==> config.mk <==
export PLATFORM = sky130hd
export DESIGN_NAME = deserializer_flat
export DESIGN_NICKNAME = d
export VERILOG_FILES = /design/src/rtl/deserializer_if.sv /design/src/rtl/deserializer.sv /design/src/flat_wrapper.sv
export SDC_FILE = /design/constraint.sdc
export NUM_CORES = 1
export LEC_CHECK = 0
export CORE_ASPECT_RATIO = 0.7
export CORE_UTILIZATION = 45
export CTS_BUF_LIST = sky130_fd_sc_hd__clkbuf_8 sky130_fd_sc_hd__clkbuf_16
export CTS_CLUSTER_SIZE = 30
export DETAILED_ROUTE_END_ITERATION = 8
export GPL_TIMING_DRIVEN = 1
export HOLD_SLACK_MARGIN = 0.12
export PLACE_DENSITY = 0.82
export REMOVE_ABC_BUFFERS = 1
export SLEW_MARGIN = 20
export SYNTH_ARGS = -nofsm -noshare
export SYNTH_HDL_FRONTEND = slang
export SYNTH_SLANG_ARGS = --single-unit
==> constraint.sdc <==
create_clock -name clock -period 2.35 [get_ports clock]
set_clock_uncertainty 0.1 [all_clocks]
set_input_delay 0.47 -clock clock [delete_from_list [all_inputs] [get_ports clock]]
set_output_delay 0.47 -clock clock [all_outputs]
set_load 0.02 [all_outputs]
==> src/rtl/deserializer_if.sv <==
// Serial-in / word-out bus between the serial source, the deserializer and the word queue.
// Ports: data_in/write_in (serial bit + qualifier), ack_in (queue accepted the word),
//        data_out/data_ready (assembled word), status_out (busy), bit_cnt_out, words_out.
interface deserializer_if #(
    parameter int WIDTH = 8,
    parameter int CNT_W = 8
);
    logic             data_in;
    logic             write_in;
    logic             ack_in;
    logic [WIDTH-1:0] data_out;
    logic             data_ready;
    logic             status_out;
    logic [3:0]       bit_cnt_out;
    logic [CNT_W-1:0] words_out;

    // Source/queue side: drives serial bits and the queue acknowledge.
    modport master (
        output data_in, write_in, ack_in,
        input  data_out, data_ready, status_out, bit_cnt_out, words_out
    );

    // Deserializer side.
    modport slave (
        input  data_in, write_in, ack_in,
        output data_out, data_ready, status_out, bit_cnt_out, words_out
    );
endinterface

==> src/rtl/deserializer.sv <==
// Serial-to-parallel stage: assembles WIDTH-bit words MSB-first and hands them to the word queue.
// Latency: word visible the cycle after its last bit is accepted; all outputs registered.
// Backpressure: status_out stays high while a word awaits ack_in; serial bits offered then are dropped.
// Ports: clock, reset (async, active-high), bus (deserializer_if.slave).
module deserializer #(
    parameter int WIDTH = 8,
    parameter int CNT_W = 8
) (
    input  logic          clock,
    input  logic          reset,
    deserializer_if.slave bus
);
    typedef enum logic {
        COLLECT  = 1'b0,
        WAIT_ACK = 1'b1
    } state_t;

    localparam logic [3:0]       LAST_BIT = 4'(WIDTH - 1);
    localparam logic [CNT_W-1:0] WORD_ONE = CNT_W'(1);

    state_t           state_q, state_d;
    // Only WIDTH-1 bits need to be kept: the final bit goes straight from data_in into data_out.
    logic [WIDTH-2:0] shift_q, shift_d;
    logic [WIDTH-1:0] data_q, data_d;
    logic [3:0]       bit_cnt_q, bit_cnt_d;
    logic [CNT_W-1:0] words_q, words_d;

    logic             accept_bit;
    logic             last_bit;

    assign accept_bit = (state_q == COLLECT) && bus.write_in;
    assign last_bit   = accept_bit && (bit_cnt_q == LAST_BIT);

    // State register and datapath flops.
    always_ff @(posedge clock or posedge reset) begin
        if (reset) begin
            state_q   <= COLLECT;
            shift_q   <= '0;
            data_q    <= '0;
            bit_cnt_q <= '0;
            words_q   <= '0;
        end else begin
            state_q   <= state_d;
            shift_q   <= shift_d;
            data_q    <= data_d;
            bit_cnt_q <= bit_cnt_d;
            words_q   <= words_d;
        end
    end

    // Next-state and next-datapath logic.
    always_comb begin
        state_d   = state_q;
        shift_d   = shift_q;
        data_d    = data_q;
        bit_cnt_d = bit_cnt_q;
        words_d   = words_q;
        case (state_q)
            COLLECT: begin
                if (accept_bit) begin
                    if (last_bit) begin
                        data_d    = {shift_q, bus.data_in};
                        shift_d   = '0;
                        bit_cnt_d = '0;
                        state_d   = WAIT_ACK;
                    end else begin
                        shift_d   = {shift_q[WIDTH-3:0], bus.data_in};
                        bit_cnt_d = bit_cnt_q + 4'd1;
                    end
                end
            end
            WAIT_ACK: begin
                // Any write_in here is dropped; an ack on the same edge still wins.
                if (bus.ack_in) begin
                    state_d = COLLECT;
                    if (words_q != '1) begin
                        words_d = words_q + WORD_ONE;
                    end
                end
            end
            default: state_d = COLLECT;
        endcase
    end

    // Outputs decode from flops only.
    always_comb begin
        bus.status_out  = (state_q == WAIT_ACK);
        bus.data_ready  = (state_q == WAIT_ACK);
        bus.data_out    = data_q;
        bus.bit_cnt_out = bit_cnt_q;
        bus.words_out   = words_q;
    end
endmodule

==> src/flat_wrapper.sv <==
// flat-port wrapper written by rule: the top's interface ports become plain ports
module deserializer_flat 
#(
    parameter int WIDTH = 8,
    parameter int CNT_W = 8
)
  (clock, reset, bus_data_in, bus_write_in, bus_ack_in, bus_data_out, bus_data_ready, bus_status_out, bus_bit_cnt_out, bus_words_out);
  deserializer_if #(.WIDTH(WIDTH), .CNT_W(CNT_W)) bus_i ();
  input  logic clock;
  input  logic reset;
  input wire logic [$bits(bus_i.data_in)-1:0] bus_data_in;
  input wire logic [$bits(bus_i.write_in)-1:0] bus_write_in;
  input wire logic [$bits(bus_i.ack_in)-1:0] bus_ack_in;
  output wire logic [$bits(bus_i.data_out)-1:0] bus_data_out;
  output wire logic [$bits(bus_i.data_ready)-1:0] bus_data_ready;
  output wire logic [$bits(bus_i.status_out)-1:0] bus_status_out;
  output wire logic [$bits(bus_i.bit_cnt_out)-1:0] bus_bit_cnt_out;
  output wire logic [$bits(bus_i.words_out)-1:0] bus_words_out;
  assign bus_i.data_in = bus_data_in;
  assign bus_i.write_in = bus_write_in;
  assign bus_i.ack_in = bus_ack_in;
  assign bus_data_out = bus_i.data_out;
  assign bus_data_ready = bus_i.data_ready;
  assign bus_status_out = bus_i.status_out;
  assign bus_bit_cnt_out = bus_i.bit_cnt_out;
  assign bus_words_out = bus_i.words_out;
  deserializer #(.WIDTH(WIDTH), .CNT_W(CNT_W)) u_core (.clock(clock), .reset(reset), .bus(bus_i));
endmodule
---- Yosys cells after proc, flatten, opt, wreduce, memory -nomap -nowiden ----
Cells that the tools add are included.
storage, ports and cells
  bits of input ports ..................... 5
  output and inout bits ................... 22
  bits in registers ....................... 28
cells by class
  equality and inequality tests ........... 2
  muxes and demuxes ....................... 6
  reduce and logical (&&, ||, !) cells .... 5
  bitwise gates (word level) .............. 1
  $add $sub $neg .......................... 2
operators by type and width
  cell                                           count
  adder 8 x 1 -> 8 bit, second input constant    1
  inequality test 8 bit, second input constant   1
  2-to-1 mux 7 bit                               1
  AND reduction 3 bit                            2
  adder 4 x 1 -> 4 bit, second input constant    1
  == test 4 x 3 -> 1 bit, second input constant  1
  2-to-1 mux 4 bit                               1
  2-to-1 mux 1 bit                               3
  logical AND 1 bit                              2
  case mux 1 bit (2 select lines)                1
  AND reduction 2 bit                            1
  NOT 1 bit                                      1

---- Logic depth before layout (Yosys ltp) ----
Gate-level depths: netlist of run 1.
  depth in word-level cells ............... 6
  depth in mapped cells ................... 5

---- Worst setup path after synthesis of run 1 ----
OpenSTA, ideal clock, no wires.
  path type ............................... reg2reg
  start point ............................. reg u_core.bit_cnt_q[0] (netlist: u_core.bus.bit_cnt_out[0])
  end point ............................... reg u_core.data_q[2] (netlist: u_core.bus.data_out[2])
  arrival time ............................ 1.518 ns
  path slack .............................. 0.607 ns
  cell stages (with the launch flop) ...... 6
  buffers on the path ..................... 1
  cells stage by stage .................... dfrtp_1 ha_1 nand2_1 nor3_4 buf_6 mux2_4
between the ends
  word-level cells in the longest chain between the ends .. 3
RTL lines
  element                               RTL line            source
  start, declared                       deserializer.sv:25  logic [3:0] bit_cnt_q, bit_cnt_d;
  start signal, assigned                deserializer.sv:46  bit_cnt_q <= bit_cnt_d;
  == test 4 x 3 -> 1 bit                deserializer.sv:32  assign last_bit = accept_bit && (bit_cnt_q == LAST_BIT);
  logical AND 1 bit                     deserializer.sv:32
  AND reduction 3 bit (no source line)  -
  end signal, assigned                  deserializer.sv:45  data_q <= data_d;
  end, declared                         deserializer.sv:24  logic [WIDTH-1:0] data_q, data_d;
No other way between the ends.
A chain may end at the register's enable or synchronous reset.

---- Worst setup path after layout of run 1 ----
  start point ............................. reg u_core.state_q (netlist: u_core.bus.data_ready)
  end point ............................... out bus_data_ready
RTL lines
  element                 RTL line            source
  start, declared         deserializer.sv:21  state_t state_q, state_d;
  start signal, assigned  deserializer.sv:43  state_q <= state_d;
  end, declared           flat_wrapper.sv:15  output wire logic [$bits(bus_i.data_ready)-1:0] bus_data_ready;
No word-level cell between the ends.

==> results.cfg, run 1 <==
[global_route]
grt_pass1_wl_um = 3860
overflow = 0
antenna_found_initial = 0
track_usage_pct = 18.1
grt_max_degree = 29
grt_pass1_vias = 813

[synthesis]
ys_warn_count = 0
syn-cell-area_um2 = 1240
ys_ff_latch = 28
syn_inst = 108
avgSynthCellArea_um2 = 11.5
yosysUniqueCellTypes = 26
synth.yosys.seq_area_share_pct = 56.5

[worst_hold_path]
hp-start = u_core.shift_q[6]
holdPathEnd = u_core.shift_q[6]
holdCritPathClass = reg -> reg
hold_path_depth = 2

[route]
num_vias = 872
first_iter_violations = 29
drc = 0
wire_per_inst_um = 13.5
drt_first_pass_iters = 4
via_per_inst = 5.10
ant_nets = 0
wl_um = 2310

[power_and_ir_drop]
vdd_drop_max_mv = 0.523
cellLeakagePower_nw = 0.704
p_total_mw = 1.73
power_density_nw_per_um2 = 1090

[clock_tree]
hold_buffers = 0
clk_latency_ns = 0.27
cts-resized-gates = 0
clockBufferDepth = 2
cts-htree-levels = 1
ctsRootBufferMaster = clkbuf_8
clock_sinks = 28
clk_pin_slew_worst_paths_ns = 0.09
cts_buffers = 3
cts_tree = built
cts_setup_buffers = 0

[timing]
fin_setup_tns_ns = 0
setup_violations = 0
slew_headroom_pct = 77.0
tightestPinTransition_ns = 0.345
fin_crit_sh_pct = 85.6
finalMaxSlewViolations = 0
grt_setup_unrepaired = no
fin_crit_ns = 2.01
hold_viol = 0
fmax_mhz = 497

[layout]
design_area_um2 = 1590
fin_nets = 145
multi_input_area_um2 = 505
seq_area_um2 = 701
layout_common_cells = 28 x dfrtp_1, 26 x clkdlybuf4s50_1, 24 x nand2_1, 11 x mux2_2, 9 x o21ai_0
syn2layout_area_growth_pct = 28.4
finalNonFillerCells = 171
antenna_cells = 0
layout_commonest_cell = dfrtp_1
layout-drive-gt1-share_pct = 15.3
fillerInstances = 197

[setup_path]
path_max_fanout = 9
critPathKind = reg -> out
critPathTopFamily = buffers and inverters
start_kind = flop
r2r-end = u_core.bus.words_out[1]
rrSetupSlack_ns = 0.60
timing.rr.start = u_core.bus.words_out[0]
arrival_ns = 1.44
crit_path_end_kind = output port
crit_chain = clkdlybuf4s50_1
cp.buffers_inverters = 1
r2r_cells = 4
cp_slowest_cell = clkdlybuf4s50_1
crit_required_ns = 1.78
max_stage_delay_ns = 0.67

[place]
place_inst = 167
dpl.hpwl_um = 1670
gp_congestion = 0.777
dpl_cell_area_um2 = 1540
numPortBuffers = 26

[outcome]
outcome = finished clean

[floorplanning]
core_um2 = 2530
die_area_um2 = 2980
io_pins = 27
die_h_um = 45.9
num_rows = 15
start_util_pct = 49.0
die_w_um = 64.8

[job]
maxCapViolations = 0
-- metrics by stage --
| step | hold slack (ns) | utilization (%) | setup WS [ns] |
|---|---|---|---|
| after floorplan | 0.344 | - | 0.478 |
| after global placement | 0.371 | 60.7 | 0.277 |
| after detailed placement | 0.377 | 60.7 | 0.243 |
| after CTS | 0.401 | 62.9 | 0.335 |
| after global routing | 0.445 | 62.9 | 0.290 |
| final | 0.398 | 62.9 | 0.339 |
-- final cells by class --
| type | instances | area share (%) |
|---|---|---|
| tap | 34 | 2.67 |
| sequential | 28 | 44.0 |
| inverter | 2 | 0.471 |
| multi-input combinational | 74 | 31.7 |
| clock buffer | 4 | 3.45 |
| timing repair buffer | 29 | 17.7 |
-- layer usage --
metal / track usage (%) / vias to the layer above / routed length [µm]
met5: 0 / - / 0
met4: 6.67 / 0 / 38
met3: 5.25 / 5 / 79
met2: 28.5 / 17 / 1060
met1: 24.1 / 417 / 1130
li1: - / 433 / -
-- cell families (layout without fill, tap and decap cells) --
kind of cell / after synthesis / after routing / share of synthesized area (%)
compound gates: 13 / 13 / 6.15
xor+xnor: 4 / 4 / 2.82
fa+ha+maj: 2 / 2 / 2.02
buf+inv: 6 / 35 / 2.82
flops: 28 / 28 / 56.5
mux: 13 / 13 / 12.0
simple gates: 42 / 42 / 17.7
-- sequential cells by signal, summed over array words and instances, names as in the netlist --
signal / flops
u_core.bus.words_out: 8
u_core.bus.data_out: 8
u_core.shift_q: 7
u_core.bus.bit_cnt_out: 4
u_core.bus.data_ready: 1
-- where the power goes --
group / leakage (nW) / switching, mW / total (mW) / internal, mW
logic: 0.309 / 0.313 / 0.650 / 0.337
clock network: 0.0288 / 0.141 / 0.291 / 0.150
registers: 0.366 / 0.150 / 0.792 / 0.642
total: 0.704 / 0.604 / 1.73 / 1.13
-- cells in the mapped netlist --
library cell	number	share of area [%]
dfrtp_1	28	56
nand2_1	24	7.3
mux2_2	11	10
o21ai_0	9	3.6
nand3_1	4	1.6
nand4_1	4	2.0
xnor2_1	4	2.8
and4_1	2	1.4
ha_1	2	2.0
inv_1	2	0.61
nand2b_1	2	1.0
o211ai_1	2	1.2
a21o_1	1	0.61
a41oi_1	1	0.71
and2b_1	1	0.61
and3_1	1	0.50
buf_2	1	0.40
buf_4	1	0.61
buf_6	1	0.91
clkbuf_1	1	0.30
mux2_4	1	1.2
mux2i_1	1	0.81
nand2b_4	1	1.1
nor2_1	1	0.30
nor3_4	1	1.3
or4_1	1	0.61
-- worst max path at each step --
stage,start,end,slack [ns],cells past startpoint
floorplan,u_core.bus.data_ready,u_core.bus.data_out[0],0.48,3
global placement,bus_write_in,u_core.bus.data_out[3],0.28,5
detailed placement,bus_write_in,u_core.bus.data_out[4],0.24,5
CTS,u_core.bus.data_ready,bus_data_ready,0.34,1
global route,u_core.bus.data_ready,bus_data_ready,0.29,1
finish,u_core.bus.data_ready,bus_data_ready,0.34,1
No activity file was read; power rests on OpenSTA's default activity.
==> run 2, diff against run 1 <==
- CORE_ASPECT_RATIO: 0.7 -> 1.2
==> results.cfg, run 2 (synthesized netlist as in run 1, its figures left out) <==
[clock_tree]
hold_buffers = 0
cts_setup_buffers = 0
clockBufferDepth = 2
cts-resized-gates = 0
cts-htree-levels = 1
clk_pin_slew_worst_paths_ns = 0.09
ctsRootBufferMaster = clkbuf_8
cts_tree = built
cts_buffers = 3
clock_sinks = 28
clk_latency_ns = 0.26

[setup_path]
crit_path_end_kind = output port
critPathKind = reg -> out
path_max_fanout = 9
r2r-end = u_core.bus.data_out[7]
arrival_ns = 1.45
r2r_cells = 4
timing.rr.start = u_core.bus.data_ready
cp.buffers_inverters = 1
crit_chain = clkdlybuf4s50_1
crit_required_ns = 1.78
critPathTopFamily = buffers and inverters
cp_slowest_cell = clkdlybuf4s50_1
max_stage_delay_ns = 0.67
rrSetupSlack_ns = 0.60
startpoint = u_core.bus.data_ready
start_kind = flop

[layout]
fin_util_pct = 62.3
finalNonFillerCells = 170
antenna_cells = 0
layout_common_cells = 28 x dfrtp_1, 26 x clkdlybuf4s50_1, 24 x nand2_1, 11 x mux2_2, 9 x o21ai_0
fin_nets = 145
layout-drive-gt1-share_pct = 15.3
syn2layout_area_growth_pct = 29.3
layout_commonest_cell = dfrtp_1
design_area_um2 = 1610

[route]
ant_nets = 0
num_vias = 893
first_iter_violations = 11
wl_met2_um = 1140
drc = 0
routed.top_layer = met3
drt_first_pass_iters = 3
dr_wl_met3_um = 85
via_per_inst = 5.25
wl_met1_um = 991
wl_um = 2210
wire_per_inst_um = 13.0

[floorplanning]
num_rows = 20
die_h_um = 59.5
core_um2 = 2580
io_pins = 27
start_util_pct = 48.2
die_area_um2 = 2970
die_w_um = 49.9

[timing]
tightestPinTransition_ns = 0.346
finalMaxSlewViolations = 0
fin_crit_ns = 2.02
slew_headroom_pct = 77.0
hold_viol = 0
fmax_mhz = 496
fin_setup_tns_ns = 0
setup_violations = 0
fin_crit_sh_pct = 85.8
grt_setup_unrepaired = no

[place]
numPortBuffers = 26
place_inst = 166
gp_congestion = 0.763
dpl.hpwl_um = 1650
dpl_cell_area_um2 = 1550

[worst_hold_path]
hp-start = u_core.bus.data_out[6]
holdCritPathClass = reg -> reg
hold_path_depth = 1
holdPathEnd = u_core.bus.data_out[6]

[global_route]
grt_pass1_vias = 862
grt_max_degree = 29
grt_pass1_wl_um = 3750
track_usage_pct = 16.5
overflow = 0
antenna_found_initial = 0

[power_and_ir_drop]
power_density_nw_per_um2 = 1080
vdd_drop_max_mv = 0.573
cellLeakagePower_nw = 0.707
p_total_mw = 1.73

[job]
maxCapViolations = 0

[outcome]
outcome = finished clean
run 2: cell types whose count changed in the layout (fill, tap and decap cells not counted):
| cell | change |
|---|---|
| buf_12 | +1 |
| buf_4 | -1 |
run 2: area by class of cell:
| type | count | area, µm² |
|---|---|---|
| clock buffer | 4 | 55.1 |
| inverter | 2 | 7.51 |
| multi-input combinational | 74 | 505 |
| fill | 215 | 972 |
| sequential | 28 | 701 |
| tap | 33 | 41.3 |
| timing repair buffer | 29 | 295 |
run 2: routing by layer:
metal / up-vias / GRT usage [%]
li1: 432 / -
met3: 0 / 1.79
met5: - / 0
met1: 438 / 20.2
met4: 0 / 2.45
met2: 23 / 31.5
run 2: how the worst max path moves through the flow:
stage / depth (start not counted) / endpoint / slack, ns
floorplan: 3 / u_core.bus.data_out[0] / 0.48
detailed placement: 5 / u_core.bus.data_out[7] / 0.20
global placement: 5 / u_core.bus.data_out[1] / 0.25
finish: 1 / bus_data_ready / 0.33
CTS: 1 / bus_data_ready / 0.33
global route: 1 / bus_status_out / 0.27
run 2: stage by stage:
step                setup slack, ns  hold slack, ns
floorplan                     0.478           0.344
global placement              0.246           0.379
detailed placement            0.198           0.393
CTS                           0.325           0.414
global route                  0.272           0.430
finish                        0.333           0.411
run 2: power breakdown:
part	switching, mW	total [mW]	internal (mW)
sequential	0.146	0.788	0.642
combinational	0.310	0.651	0.341
clock	0.139	0.289	0.150
total	0.595	1.73	1.13
==> run 3, diff against run 2 <==
- REMOVE_ABC_BUFFERS: 1 -> not set
==> results.cfg, run 3 (synthesized netlist as in run 1, its figures left out) <==
[floorplanning]
start_util_pct = 48.2
num_rows = 20
die_area_um2 = 2970
die_w_um = 49.9
die_h_um = 59.5
core_um2 = 2580
io_pins = 27

[route]
first_iter_violations = 12
num_vias = 917
via_per_inst = 5.46
drt_first_pass_iters = 4
drc = 0
ant_nets = 0
wire_per_inst_um = 13.6
wl_um = 2280

[timing]
fin_crit_sh_pct = 86.2
grt_setup_unrepaired = no
fin_setup_tns_ns = 0
fin_crit_ns = 2.03
tightestPinTransition_ns = 0.349
setup_violations = 0
hold_viol = 0
fmax_mhz = 494
slew_headroom_pct = 76.7
finalMaxSlewViolations = 0

[layout]
layout_commonest_cell = dfrtp_1
fin_nets = 144
antenna_cells = 0
layout_common_cells = 28 x dfrtp_1, 26 x clkdlybuf4s50_1, 24 x nand2_1, 11 x mux2_2, 9 x o21ai_0
layout-drive-gt1-share_pct = 14.1
syn2layout_area_growth_pct = 27.6

[power_and_ir_drop]
cellLeakagePower_nw = 0.694
combPwrFrac_pct = 38.5
pwr-share-seq_pct = 46.7
p_sw_mw = 0.591
pwr-share-clk_pct = 14.9
vdd_drop_max_mv = 0.617
p_total_mw = 1.69
power_density_nw_per_um2 = 1060
p_int_mw = 1.10
swShare_pct = 35.0

[global_route]
grt_pass1_wl_um = 3930
track_usage_pct = 17.6
grt_max_degree = 29
grt_pass1_vias = 877
antenna_found_initial = 0
overflow = 0

[clock_tree]
cts_setup_buffers = 0
clk_pin_slew_worst_paths_ns = 0.09
cts_tree = built
cts-resized-gates = 0
cts_buffers = 3
ctsRootBufferMaster = clkbuf_8
cts-htree-levels = 1
clk_latency_ns = 0.27
clock_sinks = 28
clockBufferDepth = 2
hold_buffers = 0

[place]
numPortBuffers = 26
dpl.hpwl_um = 1640
gp_congestion = 0.737

[worst_hold_path]
hold_path_depth = 2
holdCritPathClass = reg -> reg

[synthesis]
synth.net_count = 115

[setup_path]
cp_slowest_cell = clkdlybuf4s50_1
path_max_fanout = 9
max_stage_delay_ns = 0.67
critPathTopFamily = buffers and inverters
crit_cells = 1
critPathKind = reg -> out
crit_chain = clkdlybuf4s50_1
start_kind = flop
crit_path_end_kind = output port
r2r_cells = 4
cp.buffers_inverters = 1
crit_required_ns = 1.78
arrival_ns = 1.46

[job]
maxCapViolations = 0

[outcome]
outcome = finished clean
[run 3: changes by cell type in the layout (fill, tap and decap cells not counted)]
cell	previous run	this run
clkbuf_8	4	3
buf_4	2	1
[run 3: through the flow]
step / area, µm² / hold WS (ns) / setup WS, ns / instances / utilization [%]
after global placement: 1540 / 0.367 / 0.290 / 165 / 59.9
final: 1580 / 0.412 / 0.325 / 168 / 61.5
after CTS: 1580 / 0.415 / 0.313 / 168 / 61.5
after detailed placement: 1540 / 0.395 / 0.236 / 165 / 59.9
after global routing: 1580 / 0.444 / 0.258 / 168 / 61.5
after floorplan: 1240 / 0.344 / 0.607 / 108 / -
[run 3: metal layers]
layer  global-route usage (%)  part of all wire [%]  vias to the layer above  wire (µm)
met2                     30.7                    52                       23       1180
met4                     7.35                   1.3                        0         30
met5                        0                     0                        -          0
met1                     21.3                    43                      455        980
met3                     3.33                   3.9                        3         88
li1                         -                     -                      436          -
[run 3: worst paths after layout]
path	slack (ns)	to	start
min	0.41	u_core.shift_q[6]	u_core.shift_q[6]
min in group asynchronous	0.46	u_core.bus.data_out[0]	reset
max reg2reg	0.63	u_core.bus.words_out[1]	u_core.bus.words_out[0]
max	0.32	bus_data_ready	u_core.bus.data_ready
min reg2reg	0.41	u_core.shift_q[6]	u_core.shift_q[6]
max in group asynchronous	1.43	u_core.bus.data_out[3]	reset
[run 3: area by class of cell]
class	count	area, µm²
clock buffer	3	41.3
fill	227	993
inverter	2	7.51
multi-input combinational	74	505
sequential	28	701
tap	33	41.3
timing repair buffer	28	288
[run 3: power groups by stage]
stage	clock, mW	combinational (mW)	sequential, mW
2_1_floorplan	0	0.235	0.907
3_3_place_gp	0	0.641	0.787
3_5_place_dp	0	0.657	0.798
4_1_cts	0.260	0.660	0.788
5_1_grt	0.284	0.711	0.813
6_report	0.251	0.649	0.787
